**config.mk**
```make
export PLATFORM = sky130hd
export DESIGN_NAME = seq_mult_csa_csel_flat
export DESIGN_NICKNAME = d
export VERILOG_FILES = /design/src/rtl/seq_mult_pkg.sv /design/src/rtl/seq_mult_csa_csel_if.sv /design/src/rtl/mult_csel_adder.sv /design/src/rtl/seq_mult_csa_csel.sv /design/src/flat_wrapper.sv
export SDC_FILE = /design/constraint.sdc
export NUM_CORES = 1
export LEC_CHECK = 0
export ABC_CLOCK_PERIOD_IN_PS = 3100
export BUFFER_PORTS_ARGS = -buffer_cell sky130_fd_sc_hd__buf_2
export CELL_PAD_IN_SITES_DETAIL_PLACEMENT = 1
export CELL_PAD_IN_SITES_GLOBAL_PLACEMENT = 2
export CORE_ASPECT_RATIO = 0.5
export CORE_UTILIZATION = 34
export CTS_CLUSTER_SIZE = 16
export DETAILED_ROUTE_END_ITERATION = 10
export GPL_ROUTABILITY_DRIVEN = 0
export GPL_TIMING_DRIVEN = 0
export HOLD_SLACK_MARGIN = 0.02
export PLACE_DENSITY = 0.8
export REMOVE_ABC_BUFFERS = 1
export SYNTH_ARGS = -nofsm -noshare
export SYNTH_HDL_FRONTEND = slang
export SYNTH_SLANG_ARGS = --single-unit
```
**constraint.sdc**
```tcl
create_clock -name CLK -period 3.1 [get_ports CLK]
set_input_delay 0.31 -clock CLK [delete_from_list [all_inputs] [get_ports CLK]]
set_output_delay 0.31 -clock CLK [all_outputs]
set_load 0.005 [all_outputs]
```
**src/rtl/seq_mult_pkg.sv**
```systemverilog
// Shared definitions for the sequential carry-save / carry-select multiplier.
//   state_t    : controller states (exposed on the top-level dbg_state port)
//   latency()  : cycles from operand accept to OUT_VALID for a given M, R
//   nblk()     : number of carry-select blocks for a W-bit adder
//   params_ok(): legality of an (N, M, R, BLK) combination
package seq_mult_pkg;

  typedef enum logic [1:0] {
    IDLE  = 2'd0,
    ACCUM = 2'd1,
    FINAL = 2'd2,
    DONE  = 2'd3
  } state_t;

  function automatic int latency(input int m, input int r);
    return m / r + 1;
  endfunction

  function automatic int nblk(input int w, input int blk);
    return (w + blk - 1) / blk;
  endfunction

  function automatic bit params_ok(input int n, input int m, input int r, input int blk);
    return (n >= 2) && (m >= 2) && (r >= 1) && (r <= m) && ((m % r) == 0) &&
           (blk >= 1) && (blk <= n + m);
  endfunction

endpackage

```
**src/rtl/seq_mult_csa_csel_if.sv**
```systemverilog
// Operand / result bus of the sequential multiplier.
// Handshake: a beat transfers on a rising CLK edge where the source's VALID
// and the sink's READY are both high; the source holds its payload stable
// while VALID is high and READY is low.
//   master : operand producer and result consumer (drives IN_*, SGN, OUT_READY)
//   slave  : the multiplier (drives IN_READY, OUT_VALID, P, BUSY)
interface seq_mult_csa_csel_if #(
  parameter int N = 8,
  parameter int M = 4
);
  logic           IN_VALID;
  logic           IN_READY;
  logic [N-1:0]   IN1;
  logic [M-1:0]   IN2;
  logic           SGN;
  logic           OUT_VALID;
  logic           OUT_READY;
  logic [N+M-1:0] P;
  logic           BUSY;

  modport master (
    output IN_VALID, IN1, IN2, SGN, OUT_READY,
    input  IN_READY, OUT_VALID, P, BUSY
  );

  modport slave (
    input  IN_VALID, IN1, IN2, SGN, OUT_READY,
    output IN_READY, OUT_VALID, P, BUSY
  );
endinterface

```
**src/rtl/mult_csel_adder.sv**
```systemverilog
// Combinational W-bit carry-select adder, S = (X + Y) mod 2^W.
// Blocks of BLK bits from the LSB; the top block is narrower when BLK does
// not divide W. Block 0 ripples with carry-in 0; every later block forms
// both carry-in sums and picks one with the carry out of the block below.
// The carry out of the top block is dropped.
//   X, Y : W-bit addends
//   S    : W-bit sum
module mult_csel_adder
  import seq_mult_pkg::*;
#(
  parameter int W   = 12,
  parameter int BLK = 3
) (
  input  logic [W-1:0] X,
  input  logic [W-1:0] Y,
  output logic [W-1:0] S
);

  localparam int NB = nblk(W, BLK);

  for (genvar b = 0; b < NB; b++) begin : g_blk
    localparam int LO = b * BLK;
    localparam int BW = ((W - LO) < BLK) ? (W - LO) : BLK;
    // Non-top blocks carry one extra bit: their carry out.
    localparam int RW = (b == NB - 1) ? BW : BW + 1;

    logic [RW-1:0] res;

    if (b == 0) begin : g_ripple
      assign res = RW'(X[LO +: BW]) + RW'(Y[LO +: BW]);
    end else begin : g_sel
      logic [RW-1:0] r0;
      logic [RW-1:0] r1;
      assign r0  = RW'(X[LO +: BW]) + RW'(Y[LO +: BW]);
      assign r1  = RW'(X[LO +: BW]) + RW'(Y[LO +: BW]) + RW'(1);
      // The block below is never the top block, so it is full width and
      // its carry out sits at bit BLK of its result.
      assign res = g_blk[b-1].res[BLK] ? r1 : r0;
    end

    assign S[LO +: BW] = res[BW-1:0];
  end

endmodule

```
**src/rtl/seq_mult_csa_csel.sv**
```systemverilog
// Sequential N x M multiplier, signed or unsigned per transaction.
// R multiplier bits are folded per cycle into a carry-save sum/carry pair;
// one final cycle resolves the pair with a carry-select adder into P.
// Latency accept -> OUT_VALID is M/R+1 edges; one product per M/R+2 cycles
// when the consumer is always ready.
//   CLK, RST_N : clock (rising edge), asynchronous active-low reset
//   bus        : operand/result handshake bus (slave side)
//   dbg_state  : current controller state
module seq_mult_csa_csel
  import seq_mult_pkg::*;
#(
  parameter int N   = 8,
  parameter int M   = 4,
  parameter int R   = 2,
  parameter int BLK = 3
) (
  input  logic                CLK,
  input  logic                RST_N,
  seq_mult_csa_csel_if.slave  bus,
  output state_t              dbg_state
);

  if (!params_ok(N, M, R, BLK)) begin : g_param_err
    $error("seq_mult_csa_csel: illegal combination of N, M, R, BLK");
  end

  localparam int W     = N + M;
  localparam int STEPS = M / R;
  localparam int CW    = (STEPS > 1) ? $clog2(STEPS) : 1;

  localparam logic [W-1:0] ONE_W = W'(1);
  // Baugh-Wooley constant: the complemented partial-product bits each hide
  // a -2^i term; summed, those terms equal 2^(W-1) + 2^(N-1) + 2^(M-1) mod 2^W.
  localparam logic [W-1:0] BW_CORR = (ONE_W << (W - 1)) + (ONE_W << (N - 1)) +
                                     (ONE_W << (M - 1));
  localparam logic [N-1:0] MSB_MASK = {1'b1, {(N-1){1'b0}}};
  localparam logic [N-1:0] LOW_MASK = ~MSB_MASK;

  state_t         state_q,     state_d;
  logic [CW-1:0]  cnt_q,       cnt_d;
  logic [N-1:0]   a_q,         a_d;
  logic [M-1:0]   b_q,         b_d;      // shifted right R bits per step
  logic           sgn_q,       sgn_d;
  logic [W-1:0]   sum_q,       sum_d;
  logic [W-1:0]   cry_q,       cry_d;
  logic [W-1:0]   p_q,         p_d;
  logic           out_valid_q, out_valid_d;
  logic           busy_q,      busy_d;
  logic           idle_rdy_q,  idle_rdy_d;

  logic           in_ready;
  logic           accept;
  logic           last_step;
  logic [W-1:0]   csa_sum;
  logic [W-1:0]   csa_cry;
  logic [W-1:0]   add_s;

  // Scratch for the carry-save rows.
  logic [N-1:0]   pp;
  logic [W-1:0]   row;
  logic [W-1:0]   maj;

  // Ready while idle (from the first edge after reset) and, in DONE,
  // exactly when the result is being taken so a new accept chains in.
  assign in_ready  = idle_rdy_q | ((state_q == DONE) & bus.OUT_READY);
  assign accept    = bus.IN_VALID & in_ready;
  assign last_step = (cnt_q == CW'(STEPS - 1));

  // ---------------------------------------------------------------------
  // R carry-save rows per cycle. Row i uses multiplier bit cnt*R+i, which
  // is b_q[i] because b_q is shifted down R bits each step.
  // ---------------------------------------------------------------------
  always_comb begin
    csa_sum = sum_q;
    csa_cry = cry_q;
    pp      = '0;
    row     = '0;
    maj     = '0;
    for (int i = 0; i < R; i++) begin
      pp = a_q & {N{b_q[i]}};
      if (sgn_q) begin
        // Multiplier-MSB row: complement all but the multiplicand MSB.
        // Other rows: complement only the multiplicand-MSB column.
        if (last_step && (i == R - 1)) pp = pp ^ LOW_MASK;
        else                           pp = pp ^ MSB_MASK;
      end
      row     = W'(pp) << (int'(cnt_q) * R + i);
      maj     = (csa_sum & csa_cry) | (csa_sum & row) | (csa_cry & row);
      csa_sum = csa_sum ^ csa_cry ^ row;
      csa_cry = maj << 1;
    end
  end

  mult_csel_adder #(
    .W   (W),
    .BLK (BLK)
  ) u_final_add (
    .X (sum_q),
    .Y (cry_q),
    .S (add_s)
  );

  // ---------------------------------------------------------------------
  // Next-state logic
  // ---------------------------------------------------------------------
  always_comb begin
    state_d     = state_q;
    cnt_d       = cnt_q;
    a_d         = a_q;
    b_d         = b_q;
    sgn_d       = sgn_q;
    sum_d       = sum_q;
    cry_d       = cry_q;
    p_d         = p_q;
    out_valid_d = out_valid_q;

    case (state_q)
      IDLE: ;
      ACCUM: begin
        sum_d = csa_sum;
        cry_d = csa_cry;
        b_d   = b_q >> R;
        cnt_d = cnt_q + CW'(1);
        if (last_step) state_d = FINAL;
      end
      FINAL: begin
        p_d         = add_s;
        out_valid_d = 1'b1;
        state_d     = DONE;
      end
      DONE: begin
        if (bus.OUT_READY) begin
          out_valid_d = 1'b0;
          state_d     = IDLE;
        end
      end
      default: state_d = IDLE;
    endcase

    // Accept is only possible in IDLE or in DONE during the result handshake.
    if (accept) begin
      a_d     = bus.IN1;
      b_d     = bus.IN2;
      sgn_d   = bus.SGN;
      sum_d   = '0;
      cry_d   = bus.SGN ? BW_CORR : '0;
      cnt_d   = '0;
      state_d = ACCUM;
    end
  end

  assign busy_d     = (state_d == ACCUM) || (state_d == FINAL);
  assign idle_rdy_d = (state_d == IDLE);

  // ---------------------------------------------------------------------
  // State and registered outputs
  // ---------------------------------------------------------------------
  always_ff @(posedge CLK or negedge RST_N) begin
    if (!RST_N) begin
      state_q     <= IDLE;
      cnt_q       <= '0;
      a_q         <= '0;
      b_q         <= '0;
      sgn_q       <= 1'b0;
      sum_q       <= '0;
      cry_q       <= '0;
      p_q         <= '0;
      out_valid_q <= 1'b0;
      busy_q      <= 1'b0;
      idle_rdy_q  <= 1'b0;
    end else begin
      state_q     <= state_d;
      cnt_q       <= cnt_d;
      a_q         <= a_d;
      b_q         <= b_d;
      sgn_q       <= sgn_d;
      sum_q       <= sum_d;
      cry_q       <= cry_d;
      p_q         <= p_d;
      out_valid_q <= out_valid_d;
      busy_q      <= busy_d;
      idle_rdy_q  <= idle_rdy_d;
    end
  end

  assign bus.IN_READY  = in_ready;
  assign bus.OUT_VALID = out_valid_q;
  assign bus.P         = p_q;
  assign bus.BUSY      = busy_q;
  assign dbg_state     = state_q;

endmodule

```
**src/flat_wrapper.sv**
```systemverilog
// flat-port wrapper written by rule: the top's interface ports become plain ports
module seq_mult_csa_csel_flat import seq_mult_pkg::*;
#(
  parameter int N   = 8,
  parameter int M   = 4,
  parameter int R   = 2,
  parameter int BLK = 3
)
  (CLK, RST_N, dbg_state, bus_IN_VALID, bus_IN1, bus_IN2, bus_SGN, bus_OUT_READY, bus_IN_READY, bus_OUT_VALID, bus_P, bus_BUSY);
  seq_mult_csa_csel_if #(.N(N), .M(M)) bus_i ();
  input  logic CLK;
  input  logic RST_N;
  output state_t dbg_state;
  input wire logic [$bits(bus_i.IN_VALID)-1:0] bus_IN_VALID;
  input wire logic [$bits(bus_i.IN1)-1:0] bus_IN1;
  input wire logic [$bits(bus_i.IN2)-1:0] bus_IN2;
  input wire logic [$bits(bus_i.SGN)-1:0] bus_SGN;
  input wire logic [$bits(bus_i.OUT_READY)-1:0] bus_OUT_READY;
  output wire logic [$bits(bus_i.IN_READY)-1:0] bus_IN_READY;
  output wire logic [$bits(bus_i.OUT_VALID)-1:0] bus_OUT_VALID;
  output wire logic [$bits(bus_i.P)-1:0] bus_P;
  output wire logic [$bits(bus_i.BUSY)-1:0] bus_BUSY;
  assign bus_i.IN_VALID = bus_IN_VALID;
  assign bus_i.IN1 = bus_IN1;
  assign bus_i.IN2 = bus_IN2;
  assign bus_i.SGN = bus_SGN;
  assign bus_i.OUT_READY = bus_OUT_READY;
  assign bus_IN_READY = bus_i.IN_READY;
  assign bus_OUT_VALID = bus_i.OUT_VALID;
  assign bus_P = bus_i.P;
  assign bus_BUSY = bus_i.BUSY;
  seq_mult_csa_csel #(.N(N), .M(M), .R(R), .BLK(BLK)) u_core (.CLK(CLK), .RST_N(RST_N), .bus(bus_i), .dbg_state(dbg_state));
endmodule
```
==> results of run 1 <==
-- final timing paths --
| kind | startpoint | end | slack (ns) |
|---|---|---|---|
| worst max-delay path | u_core.cnt_q | u_core.sum_q[5] | 0.36 |
| worst min-delay path | bus_IN1[4] | u_core.a_q[4] | 0.20 |
| worst max register to register | u_core.cnt_q | u_core.sum_q[5] | 0.36 |
| worst min register to register | u_core.bus.P[4] | u_core.bus.P[4] | 0.48 |
| max in group asynchronous | RST_N | u_core.bus.P[9] | 2.10 |
| min in group asynchronous | RST_N | u_core.b_q[3] | 0.26 |
-- cell type report --
| cell class | count | area, sq um |
|---|---|---|
| fill | 1054 | 5340 |
| inverter | 21 | 78.8 |
| timing repair buffer | 34 | 180 |
| tap | 117 | 146 |
| clock inverter | 1 | 7.51 |
| multi-input combinational | 265 | 1800 |
| clock buffer | 7 | 133 |
| sequential | 53 | 1330 |
-- stage by stage --
step | instance area (sq um) | util | instances
after floorplan | 3200 | - | 339
after global placement | 3510 | 0.390 | 489
after detailed placement | 3530 | 0.392 | 490
after CTS | 3670 | 0.407 | 498
after global routing | 3670 | 0.407 | 498
final | 3670 | 0.407 | 498
-- power by group through the flow --
stage	Sequential, W	Combinational [W]	Clock (W)
2_1_floorplan	0.00129	0.00169	0
3_3_place_gp	0.00138	0.00218	0
3_5_place_dp	0.00141	0.00236	0
4_1_cts	0.00140	0.00238	0.000579
5_1_grt	0.00145	0.00274	0.000602
6_report	0.00139	0.00233	0.000557
-- per-layer routing --
layer  up-vias  wire length, um
met2        35             3530
li1       1209                -
met5         -                0
met1      1196             4040
met4         0              144
met3        14              268
-- worst max-delay path, stage by stage, from the launching register on --
cell,delay (ns)
dfrtp_1,0.76
inv_1,0.32
nor2_1,0.16
o21ai_0,0.11
fa_1,0.44
fa_1,0.53
nor2_1,0.05
a21oi_1,0.15
nor2_1,0.06
-- synth_stat cells --
| cell | count |
|---|---|
| a211oi_1 | 6 |
| a21o_1 | 5 |
| a21oi_1 | 26 |
| a21oi_2 | 1 |
| a221oi_1 | 1 |
| a31oi_1 | 7 |
| and2_1 | 3 |
| and3_1 | 5 |
| buf_2 | 2 |
| clkbuf_1 | 17 |
| dfrtp_1 | 53 |
| fa_1 | 21 |
| ha_1 | 15 |
| inv_1 | 21 |
| mux2_2 | 1 |
| mux2i_1 | 3 |
| nand2_1 | 76 |
| nand2b_1 | 2 |
| nand3_1 | 8 |
| nor2_1 | 36 |
| nor2_4 | 1 |
| nor2b_1 | 7 |
| nor3_1 | 2 |
| o21a_1 | 2 |
| o21ai_0 | 16 |
| o21ai_1 | 1 |
| or2_1 | 1 |
| or3_1 | 2 |
| or3b_1 | 1 |
| xnor2_1 | 9 |
| xnor2_2 | 1 |
| xor2_1 | 5 |
| xor2_2 | 1 |
-- sequential cells by signal (all words and copies together) (netlist names) --
signal                flops
u_core.cry_q             10
u_core.a_q                8
u_core.dbg_state          2
u_core.sum_q             12
u_core.bus.OUT_VALID      1
u_core.sgn_q              1
u_core.idle_rdy_q         1
u_core.b_q                4
u_core.bus.BUSY           1
u_core.bus.P             12
u_core.cnt_q              1
-- cells by family (layout without fill, tap and decap cells) --
logic type | count (synthesis) | after routing | synth area share
simple gates | 144 | 144 | 0.188
flops | 53 | 53 | 0.405
buf+inv | 40 | 63 | 0.0466
fa+ha+maj | 36 | 36 | 0.186
compound gates | 65 | 65 | 0.114
mux | 4 | 4 | 0.0126
xor+xnor | 16 | 16 | 0.0474
==> results.toml, run 1 <==
[outcome]
status = "complete, no violations"

[global_route]
met1_usage = 0.251
gr-usage-met2 = 0.290
antenna_found_initial = 0
grt_most_used_layer = "met2"
overflow = 0
globalRouteMet3Util = 0.0421
gr-usage-all-layers = 0.185
grt_pass1_wl_mm = 14.1
grt_pass1_vias = 2769
grt_max_degree = 54

[floorplanning]
die_y_um = 71.4
start_util = 0.363
io_pins = 34
die_w_um = 141
die_area_sq_um = 10000
core-area_sq_um = 9010
num_rows = 24

[detailed_routing]
vias = 2454
antenna_left = 0
dr.pass1.iters = 4
wl_per_cell_um = 16.0
viasPerCell = 4.93
drc = 0
wl_mm = 7.97
initialDrtViolationCount = 83

[layout]
layout_common_cells = "nand2_1 (76), dfrtp_1 (53), nor2_1 (36), buf_2 (33), a21oi_1 (26)"
insertedDiodeCount = 0
syn_to_final_growth_pct = 12.1
final_common_cell = "nand2_1"
fin_nets = 433
drive_above_1_share = 0.121

[worst_hold_path]
hold_depth = 3
min_path_type = "input port to flip-flop"

[sta]
hold_viol = 0
max_freq_mhz = 365
period_needed_ns = 2.74
skew_ns = 0.00705
fin_ws_ns = 0.364
tns_ns = 0
timing.final.crit_share = 0.883
maxSlewViolCount = 0
maxSlewHeadroom = 0.168
rsz0062_at_grt = "false"
worst-slew-pin-transition_ns = 1.25
setup_viol = 0
whs_ns = 0.197

[pwr]
p_comb_frac = 0.545
intPower_w = 0.00232
switchingPower_w = 0.00196
p_sw_frac = 0.459
ir_drop_mv = 0.286
power_frac_seq = 0.325
p_total_w = 0.00428
power_frac_clock = 0.130
p_leak_nw = 1.74
powerDensity_nw_per_um2 = 1170

[clocking]
post_cts_buffers = 0
clockRootBuffer = "clkbuf_16"
cts_buffers = 5
cts.repair.resized = 0
postCtsHoldBufs = 0
clock_sinks = 53
clockBufferDepth = 2
clkTransAtPathRegs_ns = 0.07
worstSkewPairLatency_ns = 0.30
cts_tree = "built"
cts_htree_levels = 2

[placed_design]
io_buffers = 33
pre_cts_slack_ns = 0.363
dpl.hpwl_mm = 5.96

[logic_synthesis]
synthDominantCellAreaShare = 0.405
yosysSeqAreaShare = 0.405
synth-seq-cells = 53
syn_area_per_cell_sq_um = 9.14
synthDistinctLibCells = 33
netlist_area_sq_um = 3270
syn-instance-count = 358
yosys.area.top_type = "dfrtp_1"
yosys_warnings = 0
ys_top_cells_by_area = "dfrtp_1 (41%), fa_1 (13%), nand2_1 (8.7%)"

[critical_path]
r2r_cells = 8
worstPathArrival_ns = 2.87
start_kind = "flip-flop"
required_ns = 3.24
crit_fanout = 18
end_kind = "flip-flop"
critPathKind = "flip-flop to flip-flop"

[job]
maxCapViolCount = 0
Note: power is estimated with default switching activity, not from simulation.
==> run 2, diff against run 1 <==
--- a/config.mk
+++ b/config.mk
@@ -5,7 +5,7 @@
 export SDC_FILE = /design/constraint.sdc
 export NUM_CORES = 1
 export LEC_CHECK = 0
-export ABC_CLOCK_PERIOD_IN_PS = 3100
+export ABC_CLOCK_PERIOD_IN_PS = 3300
 export BUFFER_PORTS_ARGS = -buffer_cell sky130_fd_sc_hd__buf_2
 export CELL_PAD_IN_SITES_DETAIL_PLACEMENT = 1
 export CELL_PAD_IN_SITES_GLOBAL_PLACEMENT = 2
@@ -17,7 +17,6 @@
 export GPL_TIMING_DRIVEN = 0
 export HOLD_SLACK_MARGIN = 0.02
 export PLACE_DENSITY = 0.8
-export REMOVE_ABC_BUFFERS = 1
 export SYNTH_ARGS = -nofsm -noshare
 export SYNTH_HDL_FRONTEND = slang
 export SYNTH_SLANG_ARGS = --single-unit
==> constraint.sdc (replaced) <==
create_clock -name CLK -period 3.3 [get_ports CLK]
set_input_delay 0.33 -clock CLK [delete_from_list [all_inputs] [get_ports CLK]]
set_output_delay 0.33 -clock CLK [all_outputs]
set_load 0.005 [all_outputs]
==> results.toml, run 2 (synthesized netlist as in run 1, its figures left out) <==
[pwr]
ir_drop_mv = 0.321
p_leak_nw = 1.78
powerDensity_nw_per_um2 = 1100
p_comb_frac = 0.579
p_sw_frac = 0.462
p_total_w = 0.00412
switchingPower_w = 0.00190
power_frac_clock = 0.126
intPower_w = 0.00221
power_frac_seq = 0.295

[clocking]
worstSkewPairLatency_ns = 0.30
cts_buffers = 5
cts_htree_levels = 2
clockRootBuffer = "clkbuf_16"
clock_sinks = 53
clkTransAtPathRegs_ns = 0.07
cts_tree = "built"
post_cts_buffers = 0
clockBufferDepth = 2

[critical_path]
required_ns = 3.50
worstPathArrival_ns = 2.95
start_kind = "flip-flop"
critPathKind = "flip-flop to flip-flop"
end_kind = "flip-flop"
crit_fanout = 10

[global_route]
grt_max_degree = 54
grt_pass1_wl_mm = 14.4
overflow = 0
grt_pass1_vias = 2779
antenna_found_initial = 0
gr-usage-all-layers = 0.193

[sta]
setup_viol = 0
tns_ns = 0
timing.final.crit_share = 0.833
maxSlewViolCount = 0
fin_ws_ns = 0.551
worst-slew-pin-transition_ns = 0.569
hold_viol = 0
period_needed_ns = 2.75
maxSlewHeadroom = 0.621
max_freq_mhz = 364
skew_ns = 0.00785
rsz0062_at_grt = "false"

[detailed_routing]
vias = 2547
initialDrtViolationCount = 141
dr.pass1.iters = 4
drc = 0
antenna_left = 0
wl_per_cell_um = 16.8
viasPerCell = 4.92
wl_mm = 8.70

[layout]
final_area_sq_um = 3750
insertedDiodeCount = 0
multiInputGateArea_sq_um = 1790
finalNonFillerCells = 518
drive_above_1_share = 0.115
final_common_cell = "nand2_1"
seq_area_sq_um = 1330
layout_common_cells = "nand2_1 (76), dfrtp_1 (53), nor2_1 (36), buf_2 (35), a21oi_1 (26)"
fin_nets = 453
fillCellCount = 1069
syn_to_final_growth_pct = 14.6

[worst_hold_path]
min_path_type = "input port to flip-flop"

[floorplanning]
core-area_sq_um = 9010
num_rows = 24
start_util = 0.363
die_y_um = 71.4
die_w_um = 141
io_pins = 34
die_area_sq_um = 10000

[placed_design]
io_buffers = 33
pre_cts_slack_ns = 0.579
dpl.hpwl_mm = 6.80
placed_cells = 508
placed_area_sq_um = 3580

[logic_synthesis]
synth_nets = 411

[outcome]
status = "complete, no violations"

[job]
maxCapViolCount = 0
[run 2: metrics by stage]
stage	utilization	hold WS, ns
floorplan	-	0.0344
global placement	0.398	0.452
detailed placement	0.398	0.468
CTS	0.413	0.217
global route	0.416	0.220
finish	0.416	0.220
[run 2: power groups by stage]
stage                     combinational [W]  sequential, W  clock (W)
after global routing                0.00274        0.00126   0.000566
after global placement              0.00222        0.00121          0
final                               0.00238        0.00121   0.000520
after detailed placement            0.00240        0.00123          0
after floorplan                     0.00169        0.00116          0
after CTS                           0.00242        0.00122   0.000541
[run 2: critical path, cell delays in order (launching register included)]
cell	delay, ns
dfrtp_1	0.33
clkbuf_1	0.36
clkbuf_1	0.41
and2_1	0.19
o21ai_0	0.14
fa_1	0.52
fa_1	0.48
a211oi_1	0.21
[run 2: path summary, 6_finish.rpt]
kind	start	to	slack, ns	depth (start not counted)
worst min-delay path	bus_IN1[3]	u_core.a_q[3]	0.22	3
worst max register to register	u_core.cnt_q	u_core.sum_q[3]	0.55	7
worst min register to register	u_core.bus.P[2]	u_core.bus.P[2]	0.47	2
max in group asynchronous	RST_N	u_core.idle_rdy_q	2.28	3
worst max-delay path	u_core.cnt_q	u_core.sum_q[3]	0.55	7
min in group asynchronous	RST_N	u_core.a_q[1]	0.47	2
[run 2: timing repair]
action	CTS	global route
hold endpoints to repair	0	13
gates resized for setup	0	0
hold buffers	0	1
[run 2: layer usage]
metal | wire, um | share of wire | global-route usage | up-vias
li1 | - | - | - | 1241
met1 | 4460 | 0.51 | 0.270 | 1243
met2 | 3660 | 0.42 | 0.296 | 52
met3 | 453 | 0.052 | 0.0448 | 11
met4 | 125 | 0.014 | 0.0676 | 0
met5 | 0 | 0 | 0 | -
[run 2: final cells by class]
| type | instances | area share |
|---|---|---|
| flip-flops and latches | 53 | 0.354 |
| repair buffers | 35 | 0.0520 |
| multi-input cells | 265 | 0.478 |
| well taps | 117 | 0.0390 |
| clock buffers | 8 | 0.0364 |
| plain buffers | 19 | 0.0197 |
| inverters | 21 | 0.0210 |
==> run 3, diff against run 2 <==
--- a/config.mk
+++ b/config.mk
@@ -5,7 +5,7 @@
 export SDC_FILE = /design/constraint.sdc
 export NUM_CORES = 1
 export LEC_CHECK = 0
-export ABC_CLOCK_PERIOD_IN_PS = 3300
+export ABC_CLOCK_PERIOD_IN_PS = 2600
 export BUFFER_PORTS_ARGS = -buffer_cell sky130_fd_sc_hd__buf_2
 export CELL_PAD_IN_SITES_DETAIL_PLACEMENT = 1
 export CELL_PAD_IN_SITES_GLOBAL_PLACEMENT = 2
==> constraint.sdc (replaced) <==
create_clock -name CLK -period 2.6 [get_ports CLK]
set_input_delay 0.26 -clock CLK [delete_from_list [all_inputs] [get_ports CLK]]
set_output_delay 0.26 -clock CLK [all_outputs]
set_load 0.005 [all_outputs]
==> results.toml, run 3 (synthesized netlist as in run 1, its figures left out) <==
[clocking]
cts_htree_levels = 2
clkTransAtPathRegs_ns = 0.07
worstSkewPairLatency_ns = 0.30
cts_buffers = 5
clockRootBuffer = "clkbuf_16"
clock_sinks = 53
cts_tree = "built"
clockBufferDepth = 2
post_cts_buffers = 0

[placed_design]
placed_cells = 508
placed_area_sq_um = 3580
io_buffers = 33
dpl.hpwl_mm = 6.80

[global_route]
antenna_found_initial = 0
grt_pass1_vias = 2776
grt_pass1_wl_mm = 14.4
grt_max_degree = 54
gr-usage-all-layers = 0.193
overflow = 0

[critical_path]
required_ns = 2.80
worstPathArrival_ns = 2.65
crit_fanout = 10
r2r_start = "u_core.cnt_q"
critPathKind = "flip-flop to flip-flop"
worstSetupStartpoint = "u_core.cnt_q"
start_kind = "flip-flop"
end_kind = "flip-flop"

[sta]
rsz0062_at_grt = "false"
maxSlewHeadroom = 0.616
setup_viol = 0
skew_ns = 0.00933
worst-slew-pin-transition_ns = 0.576
maxSlewViolCount = 0
hold_viol = 0
timing.final.crit_share = 0.942
max_freq_mhz = 409
period_needed_ns = 2.45

[detailed_routing]
viasPerCell = 4.92
initialDrtViolationCount = 115
vias = 2546
drc = 0
wl_mm = 8.70
dr.pass1.iters = 4
wl_per_cell_um = 16.8
antenna_left = 0

[floorplanning]
start_util = 0.363
io_pins = 34
core-area_sq_um = 9010
die_y_um = 71.4
num_rows = 24
die_area_sq_um = 10000
die_w_um = 141

[layout]
insertedDiodeCount = 0
final_area_sq_um = 3750
syn_to_final_growth_pct = 14.7
final_common_cell = "nand2_1"
fin_nets = 452
drive_above_1_share = 0.123
finalNonFillerCells = 517
layout_common_cells = "nand2_1 (76), dfrtp_1 (53), nor2_1 (36), buf_2 (35), a21oi_1 (26)"

[worst_hold_path]
hp-start = "bus_IN1[4]"
min_path_type = "input port to flip-flop"

[pwr]
p_total_w = 0.00523
ir_drop_mv = 0.409
powerDensity_nw_per_um2 = 1390
p_leak_nw = 1.78

[job]
maxCapViolCount = 0

[logic_synthesis]
synth_nets = 411

[outcome]
status = "complete, no violations"
run 3: critical path, stage by stage, from the launching register on:
cell and delay, ns:
dfrtp_1 0.51, clkbuf_2 0.26, and2_1 0.17, o21ai_1 0.22, fa_1 0.50, fa_1 0.48, a211oi_1 0.21
run 3: report_power, final:
part	switching [W]	total (W)	internal, W
Sequential	0.000358	0.00156	0.00120
Clock	0.000302	0.000662	0.000360
Combinational	0.00176	0.00300	0.00124
Total	0.00242	0.00523	0.00281
run 3: what timing repair did:
action | 4_1_cts | 5_1_grt
setup endpoints to repair | 7 | 15
gates cloned | 0 | 0
hold buffers | 0 | 1
resized for setup | 3 | 1
hold endpoints to repair | 0 | 13
run 3: final cells by class:
class	instances	area [sq um]
Buffer	18	71.3
Sequential cell	53	1330
Multi-Input combinational cell	265	1800
Inverter	21	78.8
Fill cell	1067	5260
Tap cell	117	146
Timing Repair Buffer	35	195
Clock buffer	8	136
run 3: stage by stage:
step | TNS (ns) | hold slack (ns) | util | setup WS (ns)
final | 0 | 0.149 | 0.417 | 0.152
after detailed placement | -0.434 | 0.458 | 0.398 | -0.121
after floorplan | 0 | -0.0356 | - | 0.270
after global routing | 0 | 0.150 | 0.417 | 0.00458
after global placement | -0.0589 | 0.452 | 0.398 | -0.0308
after CTS | 0 | 0.147 | 0.413 | 0.00286
run 3: final timing paths:
check,endpoint,slack (ns),cells after the start
max in group asynchronous,u_core.idle_rdy_q,1.65,3
min,u_core.a_q[4],0.15,3
max,u_core.sum_q[3],0.15,6
max reg2reg,u_core.sum_q[3],0.15,6
min reg2reg,u_core.bus.P[2],0.47,2
min in group asynchronous,u_core.a_q[1],0.40,2
run 3: per-layer routing:
layer,global-route usage,wire [um]
met2,0.295,3700
met1,0.270,4470
met3,0.0448,433
met5,0,0
met4,0.0676,105
